**config.mk**
```make
export PLATFORM = sky130hd
export DESIGN_NAME = maxpool_1d_stream
export DESIGN_NICKNAME = d
export VERILOG_FILES = /design/src/rtl/maxpool_1d_stream.sv
export SDC_FILE = /design/constraint.sdc
export NUM_CORES = 1
export LEC_CHECK = 0
export ABC_AREA = 1
export CAP_MARGIN = 20
export CORE_MARGIN = 4
export CORE_UTILIZATION = 50
export DETAILED_ROUTE_END_ITERATION = 10
export PLACE_DENSITY = 0.75
export SLEW_MARGIN = 20
export SYNTH_ARGS = -nofsm -noshare
export SYNTH_HDL_FRONTEND = slang
export SYNTH_SLANG_ARGS = --single-unit
```
**constraint.sdc**
```tcl
create_clock -name clk -period 2 [get_ports clk]
set_input_delay 0.4 -clock clk [delete_from_list [all_inputs] [get_ports clk]]
set_output_delay 0.4 -clock clk [all_outputs]
set_load 0.01 [all_outputs]
```
**src/rtl/maxpool_1d_stream.sv**
```systemverilog
// -----------------------------------------------------------------------------
// maxpool_1d_stream
//
// Streaming 1-D max-pool stage. It consumes a vector of N signed samples over a
// valid/ready handshake and emits floor(N/P) signed maxima, one for each
// non-overlapping window of P samples. Tail samples (N mod P) are accepted and
// dropped, so the upstream producer never stalls on a partial window.
//
// Ports
//   clk      in   single clock, all state changes on the rising edge
//   reset    in   synchronous, active-high
//   x_data   in   W-bit signed input sample
//   x_valid  in   input sample valid
//   x_ready  out  block accepts x_data this cycle (high in ACC and DROP)
//   y_data   out  W-bit signed pooled maximum
//   y_valid  out  y_data valid (high in OUT only)
//   y_ready  in   downstream accepts y_data
// -----------------------------------------------------------------------------
module maxpool_1d_stream #(
  parameter int N = 22,
  parameter int P = 2,
  parameter int W = 11
) (
  input  logic         clk,
  input  logic         reset,
  input  logic [W-1:0] x_data,
  input  logic         x_valid,
  output logic         x_ready,
  output logic [W-1:0] y_data,
  output logic         y_valid,
  input  logic         y_ready
);

  localparam int NW = N / P;  // windows per vector
  localparam int NT = N % P;  // tail samples per vector

  localparam int ELEM_W = (P  > 1) ? $clog2(P)  : 1;
  localparam int WIN_W  = (NW > 1) ? $clog2(NW) : 1;
  localparam int TAIL_W = (NT > 1) ? $clog2(NT) : 1;

  localparam logic [ELEM_W-1:0] ELEM_LAST = ELEM_W'(P - 1);
  localparam logic [WIN_W-1:0]  WIN_LAST  = WIN_W'(NW - 1);
  // With no tail the DROP state is never entered, so this value is unused.
  localparam logic [TAIL_W-1:0] TAIL_LAST = TAIL_W'((NT > 0) ? (NT - 1) : 0);

  typedef enum logic [1:0] {
    ST_ACC  = 2'd0,
    ST_OUT  = 2'd1,
    ST_DROP = 2'd2
  } state_t;

  state_t              state_q, state_d;
  logic [ELEM_W-1:0]   elem_cnt_q, elem_cnt_d;
  logic [WIN_W-1:0]    win_cnt_q, win_cnt_d;
  logic [TAIL_W-1:0]   tail_cnt_q, tail_cnt_d;
  logic [W-1:0]        max_q, max_d;
  logic [W-1:0]        y_data_q, y_data_d;
  logic [W-1:0]        max_upd;

  // Running maximum including the current sample. The first sample of a
  // window seeds the maximum; afterwards only a strictly larger sample wins,
  // so a tie keeps the stored value.
  always_comb begin
    if ((elem_cnt_q == '0) || ($signed(x_data) > $signed(max_q))) begin
      max_upd = x_data;
    end else begin
      max_upd = max_q;
    end
  end

  always_comb begin
    state_d    = state_q;
    elem_cnt_d = elem_cnt_q;
    win_cnt_d  = win_cnt_q;
    tail_cnt_d = tail_cnt_q;
    max_d      = max_q;
    y_data_d   = y_data_q;

    case (state_q)
      ST_ACC: begin
        if (x_valid) begin
          max_d = max_upd;
          if (elem_cnt_q == ELEM_LAST) begin
            y_data_d   = max_upd;
            elem_cnt_d = '0;
            state_d    = ST_OUT;
          end else begin
            elem_cnt_d = elem_cnt_q + 1'b1;
          end
        end
      end

      ST_OUT: begin
        if (y_ready) begin
          if (win_cnt_q == WIN_LAST) begin
            win_cnt_d = '0;
            state_d   = (NT != 0) ? ST_DROP : ST_ACC;
          end else begin
            win_cnt_d = win_cnt_q + 1'b1;
            state_d   = ST_ACC;
          end
        end
      end

      ST_DROP: begin
        // Tail samples are consumed without touching max or y_data.
        if (x_valid) begin
          if (tail_cnt_q == TAIL_LAST) begin
            tail_cnt_d = '0;
            state_d    = ST_ACC;
          end else begin
            tail_cnt_d = tail_cnt_q + 1'b1;
          end
        end
      end

      default: begin
        state_d = ST_ACC;
      end
    endcase
  end

  always_ff @(posedge clk) begin
    if (reset) begin
      state_q    <= ST_ACC;
      elem_cnt_q <= '0;
      win_cnt_q  <= '0;
      tail_cnt_q <= '0;
      max_q      <= '0;
      y_data_q   <= '0;
    end else begin
      state_q    <= state_d;
      elem_cnt_q <= elem_cnt_d;
      win_cnt_q  <= win_cnt_d;
      tail_cnt_q <= tail_cnt_d;
      max_q      <= max_d;
      y_data_q   <= y_data_d;
    end
  end

  // Handshake outputs are decoded purely from the state register.
  assign x_ready = (state_q != ST_OUT);
  assign y_valid = (state_q == ST_OUT);
  assign y_data  = y_data_q;

endmodule

```
# Yosys cells after proc, flatten, opt, wreduce, memory -nomap -nowiden
# Cells that the tools add are included.
[totals] regBits=26 latch_bits=0 mem_bits_rw=0 romBits=0 output_inout_bits=13 elab_cells=32 memories=0
[op_classes] n_addsub=2 n_mul=0 div_mod_pow=0 n_lt_le_gt_ge=1 n_eq_ne=8 shifts=0 n_mux=9 bitwise_logic=1 reduce_logical=6
[op_table] op="> comparator 11 bit" count=1
[op_table] op="2-to-1 mux 11 bit" count=1
[op_table] op="2-to-1 mux 2 bit" count=5
[op_table] op="!= test 2 bit, second input constant" count=4
[op_table] op="case mux 2 bit (3 select lines)" count=1
[op_table] op="AND reduction 5 bit" count=1
[op_table] op="!= test 2 x 1 -> 1 bit, second input constant" count=2
[op_table] op="AND reduction 2 bit" count=2
[op_table] op="AND reduction 3 bit" count=1
[op_table] op="adder 1 bit, second input constant" count=2
[op_table] op="== test 2 x 1 -> 1 bit, second input constant" count=1
[op_table] op="== test 2 bit, second input constant" count=1
[op_table] op="zero test 2 bit" count=1
[op_table] op="2-to-1 mux 1 bit" count=2
[op_table] op="logical OR 1 bit" count=1
[op_table] op="inverter 1 bit" count=1

# Depth between registers and ports, before layout
# Gate-level depths: netlist (run 1).
[depth] ltp_word=3 mapped_depth=16 depth_no_buf=15

# Worst setup path before layout (run 1)
# OpenSTA, ideal clock, no wires.
[synth_path] path_kind="input -> register" from="in x_data[10]" to="reg max_q[10]" setup_time_ns=0.109 arrival_ns=1.668 required_time_ns=1.891 slack_ns=0.223 path_stages=14 n_path_buf=1 cell_sequence="ha_1 nand2_1 nor2_1 and2_1 nand2_1 nand3_1 nand2_1 nand3_2 nand2_2 buf_6 nand2_2 nand3_1 nand2_1 inv_1"
[synth_via] elab_chain_cells=3
[synth_rtl] element="from (decl)" line_no="26" rtl="input logic [W-1:0] x_data,"
[synth_rtl] element="> comparator 11 bit" line_no="64" rtl="if ((elem_cnt_q == '0) || ($signed(x_data) > $signed(max_q))) begin"
[synth_rtl] element="logical OR 1 bit" line_no="64"
[synth_rtl] element="2-to-1 mux 11 bit (*)" line_no="64"
[synth_rtl] element="to (signal assigned)" line_no="136" rtl="max_q <= max_d;"
[synth_rtl] element="to (decl)" line_no="56" rtl="logic [W-1:0] max_q, max_d;"
# Mark *: on every way between the ends. The rest lies on a longest branch, timed or not.
# A chain may end at the register's enable or synchronous reset.

# Final worst setup path (run 1)
[layout_path] from="reg max_q[8]" to="reg y_data_q[0] (netlist: y_data[0])"
[layout_via] elab_chain_cells=3
[layout_rtl] element="> comparator 11 bit" line_no="64"
[layout_rtl] element="logical OR 1 bit" line_no="64"
[layout_rtl] element="2-to-1 mux 11 bit" line_no="64"
[layout_rtl] element="to (signal assigned)" line_no="137" rtl="y_data_q <= y_data_d;"
[layout_rtl] element="to (decl)" line_no="57" rtl="logic [W-1:0] y_data_q, y_data_d;"
# No other way between the ends.

==> metrics.txt, run 1 <==
initial antenna violation count=0; critical path endpoint category=register; final hold vios=0; via count of the routed design=between 1,500 and 2,000; clock-pin transition on the worst setup and hold timing paths=about 0.15 ns; final net count=about 280; vias per cell=roughly 5.4; Reg2Reg Depth=13; Seq/Total Area, Yosys=between 30% and 40%; cells after synthesis=approximately 210; DRT Pass-1 Iters=4; Critical Path Fanout Max=6; fin. max-slew vios=0; die area=around 3700 sq um; Worst Skew=0.0176 ns; arrival time worst endpoint=2.22 ns; DRT antenna net count=0; Worst Path Required=between 2 and 2.5 ns; WS Path Type=register to register; reg2reg setup slack=around 0.013 ns; worst vdd ir=0.000540 V; Reg-to-Reg Start=max_q[8]; cell area after synthesis=roughly 1400 sq um; die width=60.8 um; drc violations=0; grt total ovfl=0; Final Cycle Share=between 90% and 100%; Worst Hold End=y_data[8]; Core Rows=18; Period minus WS final=about 2 ns; layout cell share with drive strength beyond 1=approximately 30%; relative slew slack=approximately three fifths; Yosys cell types=18; post-DP HPWL=around 2.6 mm; # H-tree levels=1; first-pass GRT wire length=roughly 5.9 mm; Final Hold Slack=roughly 0.48 ns; Initial Util=a little over half; RSZ-0062 raised after global routing=yes; io pins=28; Placed Cells incl. Taps=between 200 and 300; CTS max path bufs=2; Die Y=60.8 um; max_cap viols=0; non-filler cells, final=approximately 290; total core area=between 2000 and 3000 sq um; CP startpoint kind=register; commonest non-fill, non-tap cells in the layout=54 x nand2_1, 28 x nand3_1, 27 x inv_1, 24 x buf_4, 18 x clkdlybuf4s50_1; GRT Resource Usage Total=between 20% and 30%; vias in the first global route=approximately 1,400; YS warnings=0; largest net degree at the start of global routing=15; Crit Reg-Reg Endpoint=y_data[0]; HP Start=y_data[8]; CTS Buf Count=3; synthesized flop and latch total=24; PortBufs=27; P_leak=about 0.0011 uW; Post-CTS Hold Fix Bufs=0; Worst-Margin Slew=~0.58 ns; Area Overhead vs Synth=49.1%; final wirelength=roughly 4 mm; RD Place Congestion=a little over 0.9; hold path cells=2; ANT cells=0; FMAX=between 0.5 and 0.6 GHz; PwrDens=around 650 nW/um^2; Iter 0 DRT Violations=86; CTS tree=done; Clk Latency, worst-skew pair=between 0.3 and 0.4 ns; status=completed; final setup vio count=0; Syn Area/Cell=6.72 sq um; hold crit path type=register to register; commonest non-fill, non-tap cell in the layout=nand2_1; WL/cell=~14 um; CTS sink cnt=24; syn nets=233; Root Buffer=clkbuf_4
==> worst max-delay path, stage by stage, from the launching register on <==
cell and delay (ns):
dfxtp_2 0.35, inv_1 0.06, ha_1 0.31, nand2_1 0.09, a21oi_1 0.07, nor2_1 0.22, nand3_2 0.12, nand2_2 0.10
nand3_4 0.13, buf_6 0.18, nand3_1 0.09, nand2_1 0.08, nand2_1 0.07, nand2_1 0.05
==> worst max path at each step <==
stage | start | end | slack (ns) | depth (start not counted)
floorplan | x_data[10] | max_q[10] | 0.22 | 14
global placement | x_data[10] | max_q[4] | -0.39 | 14
detailed placement | x_data[10] | y_data[9] | -0.51 | 14
CTS | x_data[8] | max_q[4] | 0.006 | 13
global route | max_q[8] | max_q[6] | -0.05 | 13
finish | max_q[8] | y_data[0] | 0.01 | 13
==> per-layer routing <==
metal,track usage (%),vias to the layer above,wire length [um]
li1,-,751,-
met1,23.6,698,1610
met2,38.3,64,2060
met3,3.40,20,275
met4,15.2,0,178
met5,0,-,0
==> state kept, by name, indices dropped and copies added (netlist names) <==
register    cells
state_q         1
elem_cnt_q      1
max_q          11
y_data         11
==> synthesized netlist by cell type <==
library cell	instances	area [sq um]
buf_6	1	11.3
a21oi_1	16	80.1
dfxtp_1	24	480
inv_1	30	113
nand2_1	60	225
o21ai_0	2	10.0
or2_2	1	6.26
ha_1	11	138
buf_4	1	7.51
nand4_1	2	12.5
and2_1	1	6.26
buf_2	3	15.0
nand2_2	11	68.8
nand3_2	1	10.0
nand3_1	34	170
a21o_1	1	7.51
nor2_1	4	15.0
clkbuf_1	4	15.0
==> layout make-up <==
type | instances | area [sq um]
tap | 30 | 37.5
clock buffer | 3 | 22.5
sequential | 24 | 490
timing repair buffer | 53 | 488
inverter | 30 | 113
multi-input combinational | 145 | 893
fill | 176 | 493
clock inverter | 1 | 30.0
==> power by group <==
group / leakage, uW / total [uW] / internal, uW / switching [uW]
Clock: 0.0000279 / 364 / 203 / 162
Sequential: 0.000200 / 542 / 514 / 27.9
Combinational: 0.000883 / 441 / 204 / 238
Total: 0.00111 / 1350 / 921 / 427
==> through the flow <==
step | total power, uW | instance area [sq um] | setup TNS [ns] | setup slack (ns) | util (%)
after detailed placement | 881 | 1800 | -10.81 | -0.510 | 70.1
after CTS | 1280 | 1910 | 0 | 0.00556 | 74.6
after global placement | 872 | 1800 | -8.06 | -0.389 | 70.1
final | 1350 | 2070 | 0 | 0.0135 | 80.8
after global routing | 1410 | 2070 | -0.619 | -0.0546 | 80.8
after floorplan | 742 | 1390 | 0 | 0.223 | -
==> cell families (layout without fill, tap and decap cells) <==
family                   count (synthesis)  count (layout)  synth area share [%]
AO/OA/AOI/OAI                           19              19                  7.01
adder cells (fa/ha/maj)                 11              11                  9.89
buffers and inverters                   39              87                  11.6
flip-flops                              24              24                  34.5
AND/OR/NAND/NOR                        114             115                  37.0
==> repair_timing <==
action | in CTS | in global routing
gates resized for setup | 12 | 38
setup endpoints to repair | 22 | 22
pin swaps | 10 | 15
setup buffers | 1 | 4
cloned | 2 | 0
Note: power is estimated with default switching activity, not from simulation.
==> run 2: changes to the inputs <==
REMOVE_ABC_BUFFERS = 1   (was unset)
==> metrics.txt, run 2 (synthesis gave the netlist of run 1 again) <==
drc violations=0 (unchanged); Final Hold Slack=0.482 ns (+0.000815 ns); WL/cell=15.1 um (+4.8%); relative slew slack=61.1% (-0.20 points); final wirelength=4.33 mm (+5.2%); DRT antenna net count=0 (unchanged); fill cell count=163 (-7.4%); critical path endpoint category=register; vias per cell=5.44 (+1.4%); Die Y=60.8 um (unchanged); Final Cycle Share=101% (+1.7 points); die width=60.8 um (unchanged); CTS max path bufs=2 (unchanged); Clk Latency, worst-skew pair=0.32 ns (-0.02 ns); WS Path Type=register to register; final net count=284 (+0.35%); CTS Buf Count=3 (unchanged); P_leak=0.00112 uW (+0.86%); io pins=28 (unchanged); Worst-Margin Slew=0.583 ns (+0.00300 ns); final hold vios=0 (unchanged); met3 Usage GRT=3.83% (+0.43 points); Root Buffer=clkbuf_4; Worst Path Required=2.23 ns (about the same); Area Overhead vs Synth=51.9%; CP startpoint kind=register; M1 GR Usage=26.6% (+2.9 points); failing checks=setup timing; grt total ovfl=0 (unchanged); RSZ-0062 raised after global routing=yes; commonest non-fill, non-tap cell in the layout=nand2_1; RD Place Congestion=0.903 (-2.3%); via count of the routed design=1,560 (+1.8%); max_cap viols=0 (unchanged); global route hottest layer=met2; met2 Use GR=42.1% (+3.8 points); Setup WS post-layout=-0.0202 ns (-0.0337 ns); layout cell share with drive strength beyond 1=30.4% (+0.66 points); Iter 0 DRT Violations=68 (-21%); die area=3690 sq um (unchanged); GRT Resource Usage Total=23.2% (+1.5 points); fin. max-slew vios=0 (unchanged); arrival time worst endpoint=2.25 ns (+0.03 ns); clock-pin transition on the worst setup and hold timing paths=0.15 ns (about the same); vias in the first global route=1,558 (+8.6%); hold crit path type=register to register; final setup vio count=4 (+4); Placed Cells incl. Taps=276 (+0.36%); first-pass GRT wire length=6.46 mm (+8.7%); hold path cells=2 (unchanged); total core area=2570 sq um (unchanged); Final Total Pwr=1370 uW (+1.4%); PwrDens=647 nW/um^2 (-0.46%); worst vdd ir=0.000659 V (+22%); CTS tree=done; initial antenna violation count=0 (unchanged); largest net degree at the start of global routing=15 (unchanged); Initial Util=54.2% (unchanged); Reg2Reg Depth=13 (unchanged); ANT cells=0 (unchanged); PortBufs=27 (unchanged); commonest non-fill, non-tap cells in the layout=53 x nand2_1, 30 x inv_1, 26 x nand3_1, 25 x buf_4; DRT Pass-1 Iters=4 (unchanged); status=complete, but fails checks; non-filler cells, final=287 (+0.35%); FMAX=0.495 GHz (-1.7%); Period minus WS final=2.02 ns (+0.0337 ns); Critical Path Fanout Max=6 (unchanged); Worst Skew=0.00545 ns (-0.0122 ns); post-DP HPWL=2.77 mm (+5.6%); Core Rows=18 (unchanged); CTS sink cnt=24 (unchanged); # H-tree levels=1 (unchanged)
run 2: area by class of cell:
type	instances	area (sq um)	share of cell area, %
Tap cell	30	37.5	1.78
Multi-Input combinational cell	145	922	43.6
Inverter	30	113	5.33
Clock inverter	1	30.0	1.42
Sequential cell	24	490	23.2
Timing Repair Buffer	54	498	23.6
Clock buffer	3	22.5	1.07
run 2: where the power goes:
part,internal (uW),leakage [uW],switching (uW)
sequential,514,0.000200,26.8
combinational,211,0.000893,250
clock,202,0.0000279,163
total,928,0.00112,439
run 2: critical path, stage by stage (launching register included):
cell,delay (ns)
dfxtp_2,0.37
inv_1,0.06
ha_1,0.31
nand2_2,0.10
nor2_4,0.04
and2_4,0.16
nand2_2,0.07
nand4_1,0.19
nand3_4,0.19
nand2_4,0.11
nand2_2,0.11
nand3_1,0.09
nand2_1,0.08
inv_1,0.05
run 2: metrics by stage:
step	setup TNS (ns)	setup slack, ns	cell area [sq um]	utilization, %
3_5_place_dp	-9.96	-0.477	1810	70.4
6_report	-0.0562	-0.0202	2110	82.3
2_1_floorplan	0	0.0611	1340	-
5_1_grt	-1.03	-0.127	2110	82.3
3_3_place_gp	-7.73	-0.375	1810	70.4
4_1_cts	0	0.00384	1930	75.3
run 2: metal layers:
metal	share of wire [%]	routed length [um]	up-vias
met5	0	0	-
met4	2.7	119	0
met3	5.2	226	12
met2	53	2290	54
met1	39	1700	736
li1	-	-	758
run 2: path summary, 6_finish.rpt:
path,slack [ns],from,to
max,-0.02,max_q[9],max_q[9]
min,0.48,y_data[3],y_data[3]
max reg2reg,-0.02,max_q[9],max_q[9]
min reg2reg,0.48,y_data[3],y_data[3]
run 2: what timing repair did:
item / in CTS / in global routing
pin swaps: 4 / 20
resized for setup: 12 / 39
hold buffers: 0 / 0
setup endpoints to repair: 22 / 22
gates cloned: 2 / 0
buffers inserted: 0 / 5
